<file path="src/rtl/adder_arb_pkg.sv">
// Shared definitions for the round-robin adder arbiter.
// Operand width, default widths and the rotate-priority pick.
package adder_arb_pkg;

  localparam int OP_W      = 8;
  localparam int DEF_ID_W  = 2;
  localparam int DEF_CNT_W = 16;
  localparam int MAX_REQ   = 8;

  // First set bit of valid searching upward from ptr, modulo n.
  function automatic int next_grant(
    input logic [MAX_REQ-1:0] valid,
    input int                 ptr,
    input int                 n
  );
    int   g;
    int   idx;
    logic hit;
    g   = 0;
    idx = 0;
    hit = 1'b0;
    for (int k = 0; k < MAX_REQ; k++) begin
      idx = (ptr + k) % n;
      if (!hit && k < n && valid[idx]) begin
        g   = idx;
        hit = 1'b1;
      end
    end
    return g;
  endfunction

endpackage

</file>
<file path="src/rtl/adder7.sv">
// 8-bit Kogge-Stone prefix adder, sum mod 256.
// The carry-out is intentionally dropped.
module adder7
  import adder_arb_pkg::*;
(
  input  logic [OP_W-1:0] a,
  input  logic [OP_W-1:0] b,
  output logic [OP_W-1:0] sum
);

  logic [OP_W-1:0] gl [4];
  logic [OP_W-1:0] pl [4];

  // Three prefix levels (span 1, 2, 4) build every bit's carry.
  always_comb begin
    gl[0] = a & b;
    pl[0] = a ^ b;
    for (int l = 0; l < 3; l++) begin
      for (int i = 0; i < OP_W; i++) begin
        if (i >= (1 << l)) begin
          gl[l+1][i] = gl[l][i] | (pl[l][i] & gl[l][i-(1<<l)]);
          pl[l+1][i] = pl[l][i] & pl[l][i-(1<<l)];
        end else begin
          gl[l+1][i] = gl[l][i];
          pl[l+1][i] = pl[l][i];
        end
      end
    end
    sum = pl[0] ^ {gl[3][OP_W-2:0], 1'b0};
  end

endmodule

</file>
<file path="src/rtl/adder_rr_pick.sv">
// Combinational round-robin priority encoder.
// Picks the first valid requester at or after rr_ptr.
module adder_rr_pick
  import adder_arb_pkg::*;
#(
  parameter int NUM_REQ = 4,
  parameter int ID_W    = DEF_ID_W
) (
  input  logic [NUM_REQ-1:0] req_valid,
  input  logic [ID_W-1:0]    rr_ptr,
  output logic [ID_W-1:0]    grant,
  output logic               grant_any
);

  logic [MAX_REQ-1:0] valid8;
  int                 ptr_i;
  int                 g_i;

  // Widen to the fixed-size search and pick the winner.
  always_comb begin
    valid8              = '0;
    valid8[NUM_REQ-1:0] = req_valid;
    ptr_i               = 0;
    ptr_i[ID_W-1:0]     = rr_ptr;
    g_i                 = next_grant(valid8, ptr_i, NUM_REQ);
    grant               = g_i[ID_W-1:0];
    grant_any           = |req_valid;
  end

endmodule

</file>
<file path="src/rtl/adder_rr_arbiter.sv">
// Shares one 8-bit adder among NUM_REQ requesters.
// Round-robin grant, one registered result per cycle.
module adder_rr_arbiter
  import adder_arb_pkg::*;
#(
  parameter int NUM_REQ = 4,
  parameter int ID_W    = DEF_ID_W,
  parameter int CNT_W   = DEF_CNT_W
) (
  input  logic                   wb_clk_i,
  input  logic                   wb_rst_i,
  input  logic [NUM_REQ-1:0]     req_valid,
  output logic [NUM_REQ-1:0]     req_ready,
  input  logic [OP_W*NUM_REQ-1:0] req_a,
  input  logic [OP_W*NUM_REQ-1:0] req_b,
  output logic                   rsp_valid,
  input  logic                   rsp_ready,
  output logic [OP_W-1:0]        rsp_sum,
  output logic [ID_W-1:0]        rsp_id,
  output logic [CNT_W-1:0]       txn_count,
  output logic                   busy
);

  logic [ID_W-1:0] rr_ptr;
  logic [ID_W-1:0] grant;
  logic            grant_any;
  logic            can_accept;
  logic            accept;
  logic [OP_W-1:0] a_g;
  logic [OP_W-1:0] b_g;
  logic [OP_W-1:0] sum_g;
  logic [ID_W-1:0] ptr_nxt;

  adder_rr_pick #(
    .NUM_REQ (NUM_REQ),
    .ID_W    (ID_W)
  ) u_pick (
    .req_valid (req_valid),
    .rr_ptr    (rr_ptr),
    .grant     (grant),
    .grant_any (grant_any)
  );

  adder7 u_add (
    .a   (a_g),
    .b   (b_g),
    .sum (sum_g)
  );

  // Grant handshake, operand mux and pointer advance.
  always_comb begin
    can_accept = !rsp_valid || rsp_ready;
    accept     = grant_any && can_accept && !wb_rst_i;
    req_ready  = '0;
    a_g        = '0;
    b_g        = '0;
    for (int i = 0; i < NUM_REQ; i++) begin
      if (grant == ID_W'(i)) begin
        req_ready[i] = accept;
        a_g          = req_a[OP_W*i +: OP_W];
        b_g          = req_b[OP_W*i +: OP_W];
      end
    end
    if (grant == ID_W'(NUM_REQ - 1)) ptr_nxt = '0;
    else                              ptr_nxt = grant + 1'b1;
    busy = rsp_valid || (|req_valid);
  end

  // Single-entry result register and round-robin pointer.
  always_ff @(posedge wb_clk_i or posedge wb_rst_i) begin
    if (wb_rst_i) begin
      rsp_valid <= 1'b0;
      rsp_sum   <= '0;
      rsp_id    <= '0;
      rr_ptr    <= '0;
    end else if (accept) begin
      rsp_valid <= 1'b1;
      rsp_sum   <= sum_g;
      rsp_id    <= grant;
      rr_ptr    <= ptr_nxt;
    end else if (rsp_ready) begin
      rsp_valid <= 1'b0;
    end
  end

  // Count completed responses; wraps naturally.
  always_ff @(posedge wb_clk_i or posedge wb_rst_i) begin
    if (wb_rst_i)                    txn_count <= '0;
    else if (rsp_valid && rsp_ready) txn_count <= txn_count + 1'b1;
  end

endmodule

</file>
<file path="config.mk">
export PLATFORM = sky130hd
export DESIGN_NAME = adder_rr_arbiter
export DESIGN_NICKNAME = d
export VERILOG_FILES = /design/src/rtl/adder_arb_pkg.sv /design/src/rtl/adder7.sv /design/src/rtl/adder_rr_pick.sv /design/src/rtl/adder_rr_arbiter.sv
export SDC_FILE = /design/constraint.sdc
export NUM_CORES = 1
export LEC_CHECK = 0
export ABC_AREA = 1
export BUFFER_PORTS_ARGS = -buffer_cell sky130_fd_sc_hd__buf_2
export CAP_MARGIN = 10
export CELL_PAD_IN_SITES_DETAIL_PLACEMENT = 0
export CELL_PAD_IN_SITES_GLOBAL_PLACEMENT = 1
export CORE_ASPECT_RATIO = 0.8
export CORE_MARGIN = 10
export CORE_UTILIZATION = 33
export DETAILED_ROUTE_END_ITERATION = 12
export PLACE_DENSITY_LB_ADDON = 0.25
export SETUP_SLACK_MARGIN = 0.4
export SLEW_MARGIN = 20
export SYNTH_ARGS = -nofsm -noshare
export SYNTH_HDL_FRONTEND = slang
export SYNTH_SLANG_ARGS = --single-unit
</file>
<file path="constraint.sdc">
create_clock -name wb_clk_i -period 3.6 [get_ports wb_clk_i]
set_input_delay 0.72 -clock wb_clk_i [delete_from_list [all_inputs] [get_ports wb_clk_i]]
set_output_delay 0.72 -clock wb_clk_i [all_outputs]
set_load 0.02 [all_outputs]
</file>
---- After elaboration in Yosys (flattened, before gate mapping) ----
Cells that the tools add are included.
W data, S select, Z words.
storage, ports and cells
  register bits after elaboration ......... 29
  input bits .............................. 71
  output and inout bits ................... 32
  word-level logic and storage cells ...... 111
operators by class
  add/subtract/negate cells ............... 5
  order comparisons ....................... 4
  equality and inequality tests ........... 3
  multiplexer cells ....................... 33
  bitwise operators ....................... 42
  reduce and logical (&&, ||, !) cells .... 19
operators with widths
  cell                     count
  $mux W8                  8
  $and A1 B1 Y1            22
  $add A16 B1 Y16 const B  1
  $mux W1                  16
  $xor A8 B8 Y8            2
  $lt A3 B5 Y1 const B     3
  $or A1 B1 Y1             14
  $mux W2                  5
  $bmux W1 S3              3
  $and A7 B7 Y7            1
  $logic_and A1 B1 Y1      6
  $reduce_or A2 Y1         3
  $logic_not A1 Y1         5
  $add A2 B1 Y2 const B    2
  $add A2 B2 Y2 const B    2
  $eq A2 B2 Y1 const B     2
  $lt A2 B4 Y1 const B     1
  $reduce_or A4 Y1         1
  $and A1 B1 Y1 const A    3
  $bmux W1 S2              1
  $eq A2 B1 Y1 const B     1
  $logic_not A2 Y1         1
  $logic_or A1 B1 Y1       2
  $reduce_bool A2 Y1       1

---- Logic depth before layout (Yosys ltp) ----
Gate-level depths: netlist of the first run.
  depth in word-level cells ............... 26
  depth in mapped cells ................... 29
  depth with buffers taken out ............ 27

---- Cells and area by module ----
Synthesis of the first run repeated with hierarchy kept, for this count alone.
second synthesis, totals
  cell total of the unflattened synthesis .. 414
  area total of the unflattened synthesis .. 2630.0 um^2
by module, submodules not included
  module            times used  cells an instance  area an instance (um^2)  seq. area each (um^2)
  adder_rr_arbiter  1           303                2008.2                   725.7
  adder7            1           62                 379.1                    0.0
  adder_rr_pick     1           49                 242.7                    0.0

---- Worst setup path before layout of the first run ----
OpenSTA, ideal clock, no wires.
  path kind ............................... input -> register
  start point ............................. in req_valid[3]
  end point ............................... reg rsp_sum[6]
  setup time .............................. 123 ps
  arrival ................................. 3364 ps
  required time ........................... 3477 ps
  slack ................................... 113 ps
  cell stages on the path ................. 25
  path buffers ............................ 2
  cells stage by stage .................... nand2_1 > nand2_1 > nand2_1 > nand2_2 > inv_1 > nand2_1 > nand3_2 > nand2_1 > inv_1 > ha_1 > clkbuf_2 > nor2_4 > buf_4 > a22oi_1 > nand2_1 > o21ai_0 > a21oi_1 > ha_1 > inv_1 > fa_1 > inv_1 > nand4_1 > nand3_1 > xnor2_1 > o21ai_1
between the ends
  cells in the longest elaborated chain, start to end .. 24
  elaborated cells on any way between the ends .. 55
  those cells by class .................... eq/ne (3); mux (26); bitwise (16); reduce/logical (10)
ends and longest elaborated chain
  item                                            RTL line                    text
  from (decl)                                     adder_rr_arbiter.sv:12      input logic [NUM_REQ-1:0] req_valid,
  $bmux W1 S2                                     adder_arb_pkg.sv:24         if (!hit && k < n && valid[idx]) begin
  $mux W1 (not written as such)                   adder_arb_pkg.sv:24
  $mux W1                                         adder_arb_pkg.sv:24
  $logic_not A1 Y1                                adder_arb_pkg.sv:24
  $logic_and A1 B1 Y1                             adder_arb_pkg.sv:24
  $mux W1                                         adder_arb_pkg.sv:24
  $logic_not A1 Y1                                adder_arb_pkg.sv:24
  $logic_and A1 B1 Y1                             adder_arb_pkg.sv:24
  [... 4 more ...]                                --
  named net grant[0]                              adder_rr_arbiter.sv:25      logic [ID_W-1:0] grant;
  $logic_not A2 Y1                                adder_rr_arbiter.sv:58      if (grant == ID_W'(i)) begin
  $mux W8 (4 in a row)                            adder_rr_arbiter.sv:58
  $xor A8 B8 Y8 or $and A7 B7 Y7 (tied branches)  adder7.sv:17, adder7.sv:16
  $and A1 B1 Y1                                   adder7.sv:21                gl[l+1][i] = gl[l][i] | (pl[l][i] & gl[l][i-(1<<l)]);
  $or A1 B1 Y1                                    adder7.sv:21
  $and A1 B1 Y1                                   adder7.sv:21
  $or A1 B1 Y1 (2 in a row)                       adder7.sv:21
  $xor A8 B8 Y8 (*)                               adder7.sv:29                sum = pl[0] ^ {gl[3][OP_W-2:0], 1'b0};
  to (signal assigned)                            adder_rr_arbiter.sv:78      rsp_sum <= sum_g;
  to (decl)                                       adder_rr_arbiter.sv:18      output logic [OP_W-1:0] rsp_sum,
Mark *: on every way through the listed nets, which the timed path passes. The rest lies on a longest branch. The select of a mux whose other input is x is not followed.
A chain may end at the register's enable or synchronous reset.

---- Worst setup path in the final report of the first run ----
  start point ............................. reg rr_ptr[0]
  end point ............................... reg rsp_id[0]
between the ends
  cells in the longest elaborated chain, start to end .. 14
  elaborated cells on any way between the ends .. 33
  those cells by class .................... add/sub (3); mux (18); bitwise (3); reduce/logical (9)
ends and longest elaborated chain
  item                                        RTL line                text
  from (decl)                                 adder_rr_arbiter.sv:24  logic [ID_W-1:0] rr_ptr;
  from (signal assigned)                      adder_rr_arbiter.sv:80  rr_ptr <= ptr_nxt;
  $add A2 B1 Y2                               adder_arb_pkg.sv:23     idx = (ptr + k) % n;
  $reduce_or A2 Y1 (no line)                  --
  $and A1 B1 Y1 (no line)                     --
  $bmux W1 S3                                 adder_arb_pkg.sv:24
  $mux W1 (not written as such) (2 in a row)  adder_arb_pkg.sv:24
  $logic_and A1 B1 Y1                         adder_arb_pkg.sv:24
  $mux W1                                     adder_arb_pkg.sv:24
  $logic_not A1 Y1                            adder_arb_pkg.sv:24
  $logic_and A1 B1 Y1                         adder_arb_pkg.sv:24
  $mux W1                                     adder_arb_pkg.sv:24
  $logic_not A1 Y1                            adder_arb_pkg.sv:24
  $logic_and A1 B1 Y1                         adder_arb_pkg.sv:24
  $mux W2 (*)                                 adder_arb_pkg.sv:24
  to (signal assigned)                        adder_rr_arbiter.sv:79  rsp_id <= grant;
  to (decl)                                   adder_rr_arbiter.sv:19  output logic [ID_W-1:0] rsp_id,
Mark *: on every way between the ends. The rest lies on a longest branch, timed or not. The select of a mux whose other input is x is not followed.

==> results.py, run 1 <==
metrics = {
    "synthesis": {
        "ys_async_sr_fraction_pct": 100,
        "yosysWarnings": 0,
        "synth_top_area_share_pct": 30.9,
        "synth_ff_type": "dfrtp_1",
        "synth_nets": 422,
        "ys_seq_area_share_pct": 30.9,
        "ys_types": 31,
        "syn-cell-area_um2": 2340,
        "netlist_instances": 338,
        "synth_area_leaders": "dfrtp_1 (31%), nand2_1 (16%), ha_1 (6.4%), nor2_1 (5.0%), inv_1 (4.6%)",
        "yosysTopAreaCell": "dfrtp_1",
        "ys_ff_latch": 29,
        "syn_avg_cell_area_um2": 6.94,
        "synth_edf_count": 0,
    },
    "sta": {
        "fmax_ghz": 0.284,
        "tightest_slew_ns": 0.426,
        "timing.final.crit_share_pct": 97.8,
        "maxSlewViolCount": 0,
        "finClkSkew_ns": 0.00845,
        "setup_viol": 0,
        "grt_setup_unrepaired": "yes",
        "slew_headroom_pct": 71.5,
        "fin_crit_ns": 3.52,
        "hold_violations": 0,
    },
    "clocking": {
        "htree_levels": 2,
        "clock_path_buffers": 2,
        "root_buffer": "clkbuf_8",
        "cts_buffers": 5,
        "holdBufCountCts": 0,
        "path_clk_slew_ns": 0.06,
        "cts_tree": "built",
        "clock_sinks": 29,
        "worstSkewPairLatency_ns": 0.28,
    },
    "min_path": {
        "min_to": "txn_count[15]$_DFFE_PP0P_",
        "min_from": "txn_count[15]$_DFFE_PP0P_",
        "min_delay_path_depth": 1,
        "hold_path_class": "register to register",
    },
    "worst_setup_path": {
        "crit_type": "register to register",
        "crit_required_ns": 3.76,
        "reg2reg_to": "rsp_id[0]$_DFFE_PP0P_",
        "cp-end-kind": "register",
        "r2r_setup_slack_ns": 0.08,
        "critPathSlowestCell": "dfrtp_2",
        "arrival_ns": 3.68,
        "reg2regPathDepth": 28,
        "rr_startpoint": "rr_ptr[0]$_DFFE_PP0P_",
        "start_kind": "register",
        "slowest_delay_ns": 0.46,
        "cp_common_cell": "buf_4",
        "crit_fanout": 5,
    },
    "drt": {
        "drc": 0,
        "wire_per_inst_um": 14.2,
        "drt_wl_total_um": 8440,
        "via_per_inst": 4.76,
        "postRouteAntennaNets": 0,
        "drt_iter0_drc": 97,
        "drt_pass1_iterations": 4,
        "vias": 2830,
    },
    "layout": {
        "area_growth_pct": 63.0,
        "utilization_pct": 55.5,
        "regArea_um2": 728,
        "drive_above_1_share_pct": 49.0,
        "antenna_cells": 0,
        "multi_input_area_um2": 1670,
        "final.fill_count": 645,
        "finalNetCount": 592,
    },
    "global_route": {
        "grt_usage_pct": 14.8,
        "antenna_found_initial": 0,
        "grt_pass1_vias": 2848,
        "gr-total-overflow": 0,
        "grt_pass1_wl_um": 13300,
        "grt_max_degree": 30,
    },
    "die": {
        "die_h_um": 95.4,
        "num_rows": 27,
        "start_util_pct": 34.0,
        "dieWidth_um": 114,
        "core_area_um2": 6890,
        "die-area_um2": 10900,
        "io_pins": 103,
    },
    "status": {
        "outcome": "finished, final reports clean",
    },
    "placed_design": {
        "gp_congestion": 0.820,
        "hpwl_um": 5900,
        "io_buffers": 102,
    },
    "run": {
        "cap_violations": 0,
    },
}
cells in the final DEF (no fill, tap or decap), types with 2 or more instances in the layout:
cell type	n
a21oi_1	15
a21oi_2	2
a22oi_1	7
a22oi_2	6
buf_12	2
buf_2	101
buf_4	65
buf_6	3
clkbuf_8	6
dfrtp_1	27
dfrtp_2	2
ha_1	9
ha_4	2
inv_1	21
inv_2	10
inv_4	3
nand2_1	79
nand2_2	13
nand2_4	15
nand3_1	18
nand3_2	4
nand4_1	2
nor2_1	30
nor2_4	6
nor3_1	2
o21ai_0	14
o21ai_1	12
xnor2_1	9
xor2_1	10
state kept, by name, summed over array words and instances, names as in the netlist:
name       cells
rsp_sum        8
rr_ptr         2
rsp_valid      1
txn_count     16
rsp_id         2
worst max-delay path by stage:
stage,from,endpoint,slack [ns],cells after the start
5_1_grt,rr_ptr[0]$_DFFE_PP0P_,rsp_sum[6]$_DFFE_PP0P_,-0.03,26
3_5_place_dp,req_valid[3],rsp_sum[6]$_DFFE_PP0P_,-0.10,24
4_1_cts,rr_ptr[0]$_DFFE_PP0P_,rsp_sum[6]$_DFFE_PP0P_,0.29,26
3_3_place_gp,req_valid[1],rsp_sum[6]$_DFFE_PP0P_,-0.05,23
2_1_floorplan,req_valid[1],rsp_sum[6]$_DFFE_PP0P_,0.30,24
6_report,rr_ptr[0]$_DFFE_PP0P_,rsp_id[0]$_DFFE_PP0P_,0.08,28
logic make-up (layout without fill, tap and decap cells):
kind of cell / after synthesis / in the layout / synth area share [%]
mux: 1 / 1 / 0.480
compound gates: 58 / 58 / 14.0
buf+inv: 46 / 215 / 8.06
flops: 29 / 29 / 31.0
xor+xnor: 19 / 19 / 7.10
simple gates: 172 / 173 / 32.2
fa+ha+maj: 13 / 13 / 7.26
per-stage QoR:
step	cells	setup WS, ns	hold slack (ns)	TNS, ns	area [um2]
6_report	595	0.0786	0.471	0	3820
5_1_grt	595	-0.0267	0.498	-0.0432	3820
4_1_cts	586	0.288	0.470	0	3660
3_5_place_dp	531	-0.101	0.462	-0.146	3090
3_3_place_gp	531	-0.0505	0.459	-0.0505	3090
2_1_floorplan	338	0.305	0.582	0	2430
cells in the mapped netlist, types with 2 or more instances:
cell        n
xor2_1     10
nor2_1     31
a22oi_1    13
buf_2       3
nand2_1   103
nand2_2     4
ha_1       12
nand3_1    20
nor3_1      2
o21ai_0    18
a21oi_1    17
o21ai_1     8
nand4_1     2
inv_1      29
nand3_2     3
dfrtp_1    29
xnor2_1     9
nor2_4      4
clkbuf_1    4
inv_2       6
final cells by class:
cell class	instances	area share [%]
Multi-Input combinational cell	264	43.7
Timing Repair Buffer	172	28.3
Sequential cell	29	19.1
Inverter	36	3.86
Tap cell	87	2.85
Clock buffer	7	2.26
worst max-delay path: cells and delay by family, from the launching register on:
family	cells	cell delay (ns)
DFF	1	0.46
and+or+nand+nor	9	0.66
buffers and inverters	19	2.29
metal layers:
metal	wire length (um)	share of wire, %	vias up	global-route usage (%)
met5	0	0	-	0
met4	221	2.6	0	4.58
met3	370	4.4	24	3.01
met2	4390	52	59	26.8
met1	3450	41	1315	17.1
li1	-	-	1432	-
what timing repair did:
item / 4_1_cts / 5_1_grt
setup buffers: 47 / 9
pin swaps: 27 / 23
setup endpoints to repair: 9 / 11
cloned: 1 / 0
gates resized for setup: 30 / 28
Power of run 1 is left out: the tool's default activity adds up to more than one toggle a clock period on the data nets, which glitch-free logic cannot reach.
==> inputs of run 2 (changes only) <==
--- a/config.mk
+++ b/config.mk
@@ -5,18 +5,19 @@
 export SDC_FILE = /design/constraint.sdc
 export NUM_CORES = 1
 export LEC_CHECK = 0
-export ABC_AREA = 1
 export BUFFER_PORTS_ARGS = -buffer_cell sky130_fd_sc_hd__buf_2
 export CAP_MARGIN = 10
 export CELL_PAD_IN_SITES_DETAIL_PLACEMENT = 0
 export CELL_PAD_IN_SITES_GLOBAL_PLACEMENT = 1
 export CORE_ASPECT_RATIO = 0.8
 export CORE_MARGIN = 10
-export CORE_UTILIZATION = 33
+export CORE_UTILIZATION = 34
 export DETAILED_ROUTE_END_ITERATION = 12
 export PLACE_DENSITY_LB_ADDON = 0.25
+export RECOVER_POWER = 100
 export SETUP_SLACK_MARGIN = 0.4
 export SLEW_MARGIN = 20
 export SYNTH_ARGS = -nofsm -noshare
 export SYNTH_HDL_FRONTEND = slang
+export SYNTH_HIERARCHICAL = 1
 export SYNTH_SLANG_ARGS = --single-unit
==> results.py, run 2 <==
metrics = {
    "synthesis": {
        "syn-cell-area_um2": 2230,
        "synth_top_area_share_pct": 32.5,
        "synth_common_cells": "nand2_1 (30), dfrtp_1 (29), nor2b_1 (16)",
        "yosysTopAreaCell": "dfrtp_1",
        "synth_area_leaders": "dfrtp_1 (33%), ha_1 (6.7%), mux2_2 (6.6%), a221oi_1 (5.9%), nand2_1 (5.1%)",
        "yosysWarnings": 6,
        "synth_edf_count": 0,
        "synth_nets": 325,
        "ys_types": 45,
        "ys_async_sr_fraction_pct": 100,
        "syn_avg_cell_area_um2": 9.25,
        "netlist_instances": 241,
        "ys_ff_latch": 29,
        "yosysMostFrequentCell": "nand2_1",
        "ys_seq_area_share_pct": 32.5,
        "synth_ff_type": "dfrtp_1",
    },
    "global_route": {
        "antenna_found_initial": 0,
        "grt_pass1_wl_um": 11700,
        "grt_usage_pct": 13.6,
        "grt_max_degree": 30,
        "gr-total-overflow": 0,
        "grt_pass1_vias": 2437,
    },
    "min_path": {
        "min_delay_path_depth": 1,
        "hold_path_class": "register to register",
        "min_from": "txn_count[15]$_DFFE_PP0P_",
        "min_to": "txn_count[15]$_DFFE_PP0P_",
    },
    "drt": {
        "drt_pass1_iterations": 4,
        "drt_iter0_drc": 54,
        "postRouteAntennaNets": 0,
        "drt_wl_total_um": 7400,
        "drc": 0,
        "vias": 2338,
        "wire_per_inst_um": 15.6,
        "via_per_inst": 4.92,
    },
    "layout": {
        "largest_reg_flops": 16,
        "utilization_pct": 54.1,
        "multi_input_area_um2": 1530,
        "top_register": "txn_count",
        "drive_above_1_share_pct": 44.8,
        "layout_common_cells": "buf_2 (68), buf_4 (39), clkbuf_1 (33), nand2_1 (30), dfrtp_1 (29)",
        "area_growth_pct": 54.7,
        "antenna_cells": 0,
        "regArea_um2": 726,
        "finalNetCount": 474,
        "final.fill_count": 639,
        "final_area_um2": 3450,
        "layout_commonest_cell": "buf_2",
        "top_regs": "txn_count x16, rsp_sum x8",
    },
    "worst_setup_path": {
        "arrival_ns": 3.55,
        "rr_startpoint": "rr_ptr[0]$_DFFE_PP0P_",
        "reg2regPathDepth": 16,
        "crit_type": "input pin to register",
        "reg2reg_to": "rsp_sum[7]$_DFFE_PP0P_",
        "crit_fanout": 8,
        "start_kind": "input pin",
        "cp-end-kind": "register",
        "r2r_setup_slack_ns": 0.25,
        "crit_required_ns": 3.76,
    },
    "sta": {
        "slew_headroom_pct": -5.02,
        "maxSlewViolCount": 30,
        "tightest_slew_ns": 1.58,
        "worst_slack_ns": 0.215,
        "finClkSkew_ns": 0.00429,
        "setup_viol": 0,
        "timing.final.crit_share_pct": 94.0,
        "hold_violations": 0,
        "fmax_ghz": 0.295,
        "fin_crit_ns": 3.39,
        "grt_setup_unrepaired": "yes",
    },
    "clocking": {
        "clock_sinks": 29,
        "clock_path_buffers": 2,
        "holdBufCountCts": 0,
        "htree_levels": 2,
        "root_buffer": "clkbuf_8",
        "worstSkewPairLatency_ns": 0.28,
        "cts_tree": "built",
        "cts_buffers": 5,
        "path_clk_slew_ns": 0.07,
    },
    "placed_design": {
        "io_buffers": 102,
        "gp_congestion": 0.786,
        "hpwl_um": 5580,
        "placed_area_um2": 3050,
        "pre_cts_ws_ns": -0.409,
    },
    "die": {
        "io_pins": 103,
        "core_area_um2": 6380,
        "die-area_um2": 10200,
        "die_h_um": 92.4,
        "num_rows": 26,
        "start_util_pct": 35.0,
        "dieWidth_um": 111,
    },
    "run": {
        "cap_violations": 1,
    },
    "status": {
        "violations": "capacitance limit, slew limit",
        "outcome": "finished, violations left",
    },
    "power_and_ir_drop": {
        "ir_drop_mv": 0.402,
        "power.density_nw_per_um2": 928,
        "p_leak_uw": 0.00161,
    },
}
## run 2: layer usage
layer,routed length [um],vias up,track usage [%]
met3,230,9,3.22
li1,-,1170,-
met1,3320,1117,15.7
met5,0,-,0
met2,3770,42,24.6
met4,87,0,3.68
## run 2: logic make-up after synthesis
| kind of cell | Yosys count | synth area share (%) |
|---|---|---|
| xor gates and xnor gates | 19 | 7.46 |
| AOI/OAI and AO/OA | 56 | 18.2 |
| and+or+nand+nor | 84 | 21.9 |
| DFF | 29 | 32.5 |
| muxes | 15 | 7.46 |
| buffers and inverters | 25 | 4.77 |
| adders and majority gates | 13 | 7.63 |
## run 2: power breakdown
group / switching (uW) / internal [uW] / total, uW
Clock: 124 / 173 / 296
Combinational: 1100 / 1270 / 2370
Sequential: 102 / 433 / 535
## run 2: final cells by class
type | count | share of cell area, %
inverter | 14 | 1.52
timing repair buffer | 153 | 27.2
clock buffer | 7 | 2.79
multi-input combinational | 187 | 44.2
clock inverter | 1 | 0.145
tap | 84 | 3.05
sequential | 29 | 21.0
## run 2: metrics by stage
| stage | TNS (ns) | power [uW] | cells | hold WS (ns) |
|---|---|---|---|---|
| 6_report | 0 | 3200 | 475 | 0.472 |
| 5_1_grt | 0 | 3470 | 475 | 0.507 |
| 4_1_cts | 0 | 3170 | 471 | 0.471 |
| 3_5_place_dp | -1.44 | 2480 | 444 | 0.462 |
| 3_3_place_gp | -1.21 | 2470 | 444 | 0.458 |
| 2_1_floorplan | 0 | 1830 | 241 | 0.538 |
## run 2: what timing repair did
action / 4_1_cts / 5_1_grt
pin swaps: 14 / 11
cloned: 1 / 0
endpoints found under the setup margin: 7 / 6
buffers inserted: 18 / 4
endpoints found under the hold margin: 0 / 0
resized for setup: 39 / 8
## run 2: worst max path at each step
| stage | startpoint | end |
|---|---|---|
| 6_report | req_valid[2] | rsp_sum[7]$_DFFE_PP0P_ |
| 2_1_floorplan | req_valid[1] | rsp_sum[6]$_DFFE_PP0P_ |
| 5_1_grt | req_valid[2] | rsp_sum[7]$_DFFE_PP0P_ |
| 4_1_cts | req_valid[2] | rsp_sum[6]$_DFFE_PP0P_ |
| 3_3_place_gp | req_valid[2] | rsp_sum[7]$_DFFE_PP0P_ |
| 3_5_place_dp | req_valid[2] | rsp_sum[7]$_DFFE_PP0P_ |
## run 2: worst max-delay path, cell delays in order
cell and delay (ns):
buf_8 0.10, a221o_1 0.37, a21oi_4 0.17, inv_2 0.08, ha_4 0.16, nor2b_4 0.16
buf_6 0.12, a221oi_2 0.24, o31ai_2 0.11, ha_1 0.31, a211oi_2 0.26, nor2_1 0.12
a41oi_2 0.28, xnor2_1 0.09, mux2_2 0.26
Note: power is estimated with default switching activity, not from simulation.
==> inputs of run 3 (changes only) <==
--- a/config.mk
+++ b/config.mk
@@ -5,13 +5,14 @@
 export SDC_FILE = /design/constraint.sdc
 export NUM_CORES = 1
 export LEC_CHECK = 0
+export ABC_AREA = 1
 export BUFFER_PORTS_ARGS = -buffer_cell sky130_fd_sc_hd__buf_2
 export CAP_MARGIN = 10
 export CELL_PAD_IN_SITES_DETAIL_PLACEMENT = 0
 export CELL_PAD_IN_SITES_GLOBAL_PLACEMENT = 1
 export CORE_ASPECT_RATIO = 0.8
 export CORE_MARGIN = 10
-export CORE_UTILIZATION = 34
+export CORE_UTILIZATION = 33
 export DETAILED_ROUTE_END_ITERATION = 12
 export PLACE_DENSITY_LB_ADDON = 0.25
 export RECOVER_POWER = 100
==> results.py, run 3 <==
metrics = {
    "status": {
        "outcome": "finished, violations left",
        "violations": "capacitance limit, slew limit",
    },
    "global_route": {
        "gr-total-overflow": 0,
        "grt_usage_pct": 13.7,
        "grt_max_degree": 34,
        "grt_pass1_wl_um": 13700,
        "grt_pass1_vias": 2842,
        "antenna_found_initial": 0,
    },
    "sta": {
        "grt_setup_unrepaired": "yes",
        "tightest_slew_ns": 1.63,
        "fin_crit_ns": 3.31,
        "fmax_ghz": 0.302,
        "timing.final.crit_share_pct": 92.0,
        "hold_violations": 0,
        "maxSlewViolCount": 30,
        "whs_ns": 0.480,
        "slew_headroom_pct": -8.60,
        "worst_slack_ns": 0.290,
        "finClkSkew_ns": 0.0102,
        "setup_viol": 0,
    },
    "worst_setup_path": {
        "crit_fanout": 16,
        "rr_startpoint": "rr_ptr[0]$_DFFE_PP0P_",
        "crit_required_ns": 3.82,
        "crit_family": "simple AND/OR/NAND/NOR gates",
        "critPathSlowestCell": "fa_2",
        "start_kind": "input pin",
        "crit_buf_inv": 6,
        "r2r_setup_slack_ns": 0.31,
        "arrival_ns": 3.53,
        "cp_common_cell": "nand2_1",
        "cp-end-kind": "register",
        "slowest_delay_ns": 0.39,
        "reg2reg_to": "rsp_sum[6]$_DFFE_PP0P_",
        "crit_type": "input pin to register",
        "reg2regPathDepth": 24,
    },
    "placed_design": {
        "hpwl_um": 6760,
        "gp_congestion": 0.832,
        "io_buffers": 102,
        "placed_area_um2": 3290,
        "pre_cts_ws_ns": -0.0804,
    },
    "layout": {
        "drive_above_1_share_pct": 29.8,
        "layout_common_cells": "nand2_1 (156), buf_2 (69), nor2_1 (39), clkbuf_1 (34), inv_1 (29)",
        "antenna_cells": 0,
        "final_area_um2": 3650,
        "finalNetCount": 617,
        "largest_reg_flops": 16,
        "layout_commonest_cell": "nand2_1",
        "area_growth_pct": 38.9,
        "top_register": "txn_count",
        "top_regs": "txn_count x16, rsp_sum x8",
    },
    "synthesis": {
        "yosysWarnings": 6,
        "ys_seq_area_share_pct": 27.6,
        "ys_async_sr_fraction_pct": 100,
        "synth_common_cells": "nand2_1 (161), nor2_1 (36), a21oi_1 (34)",
        "netlist_instances": 414,
        "synth_edf_count": 0,
        "yosysTopAreaCell": "dfrtp_1",
        "yosysMostFrequentCell": "nand2_1",
        "syn-cell-area_um2": 2630,
        "ys_types": 32,
        "ys_ff_latch": 29,
        "syn_avg_cell_area_um2": 6.35,
        "synth_ff_type": "dfrtp_1",
        "synth_area_leaders": "dfrtp_1 (28%), nand2_1 (23%), a21oi_1 (6.5%), ha_1 (5.7%), nor2_1 (5.1%)",
        "synth_top_area_share_pct": 27.6,
        "synth_nets": 498,
    },
    "clocking": {
        "cts_tree": "built",
        "worstSkewPairLatency_ns": 0.29,
        "clock_path_buffers": 2,
        "clock_sinks": 29,
        "cts_buffers": 5,
        "htree_levels": 2,
        "root_buffer": "clkbuf_8",
        "path_clk_slew_ns": 0.07,
    },
    "drt": {
        "drt_pass1_iterations": 4,
        "drt_iter0_drc": 121,
        "drt_wl_total_um": 8600,
        "drc": 0,
        "postRouteAntennaNets": 0,
        "via_per_inst": 4.68,
        "vias": 3005,
        "wire_per_inst_um": 13.4,
    },
    "die": {
        "die-area_um2": 12000,
        "start_util_pct": 33.6,
        "core_area_um2": 7840,
        "io_pins": 103,
        "die_h_um": 99.9,
        "num_rows": 29,
        "dieWidth_um": 120,
    },
    "min_path": {
        "min_from": "rsp_sum[7]$_DFFE_PP0P_",
        "min_to": "rsp_sum[7]$_DFFE_PP0P_",
        "min_delay_path_depth": 2,
        "hold_path_class": "register to register",
    },
    "run": {
        "cap_violations": 1,
    },
}
[run 3: changes by cell type after synthesis, sizes merged, moves of 15 or more]
cell / before / now
o21ai: 8 / 23
nor2: 12 / 44
nor2b: 18 / 0
a221oi: 15 / 0
nand2: 30 / 174
o31ai: 15 / 0
a21oi: 9 / 35
inv: 14 / 37
[run 3: worst min-delay path, stage by stage, from the launching register on]
cell and delay, ns:
dfrtp_1 0.35, nand2_1 0.05, nand2_1 0.05
[run 3: worst max-delay path by stage]
stage | from | end | cells after the start
CTS | rr_ptr[0]$_DFFE_PP0P_ | rsp_sum[6]$_DFFE_PP0P_ | 26
global placement | req_valid[3] | rsp_sum[6]$_DFFE_PP0P_ | 26
global route | req_valid[2] | rsp_sum[6]$_DFFE_PP0P_ | 25
detailed placement | req_valid[3] | rsp_sum[6]$_DFFE_PP0P_ | 26
floorplan | req_valid[3] | rsp_sum[6]$_DFFE_PP0P_ | 23
finish | req_valid[2] | rsp_sum[6]$_DFFE_PP0P_ | 25
[run 3: kinds of logic (layout without fill, tap and decap cells)]
| group | after synthesis | after routing | synth area share (%) |
|---|---|---|---|
| AOI/OAI and AO/OA | 58 | 58 | 11.2 |
| xor gates and xnor gates | 11 | 11 | 4.38 |
| adders and majority gates | 13 | 13 | 6.47 |
| buffers and inverters | 54 | 174 | 9.23 |
| DFF | 29 | 29 | 27.6 |
| and+or+nand+nor | 249 | 249 | 41.2 |
[run 3: what timing repair did]
item / in CTS / in global routing
endpoints found under the setup margin: 9 / 11
hold endpoints to repair: 0 / 0
buffers inserted: 7 / 8
cloned: 0 / 1
resized for setup: 15 / 41
hold buffers: 0 / 0
pin swaps: 4 / 27
[run 3: cell type report]
class / count / area [um2]
fill: 856 / 4180
tap: 108 / 135
timing repair buffer: 126 / 724
sequential: 29 / 727
clock inverter: 2 / 37.5
clock buffer: 6 / 82.6
multi-input combinational: 331 / 1790
inverter: 40 / 160
[run 3: through the flow]
stage               utilization (%)  TNS (ns)  cells
floorplan                         -         0    414
global placement               41.9   -0.0137    618
detailed placement             41.9    -0.126    618
CTS                            44.7         0    633
global route                   46.6         0    642
finish                         46.6         0    642
[run 3: routing by layer]
layer  part of all wire [%]  GRT usage [%]  up-vias
li1                       -              -     1543
met2                     49           23.4       57
met3                    3.8           2.69        9
met1                     46           17.7     1396
met4                    1.2           2.78        0
met5                      0              0        -
Power of run 3 is left out for the same reason.
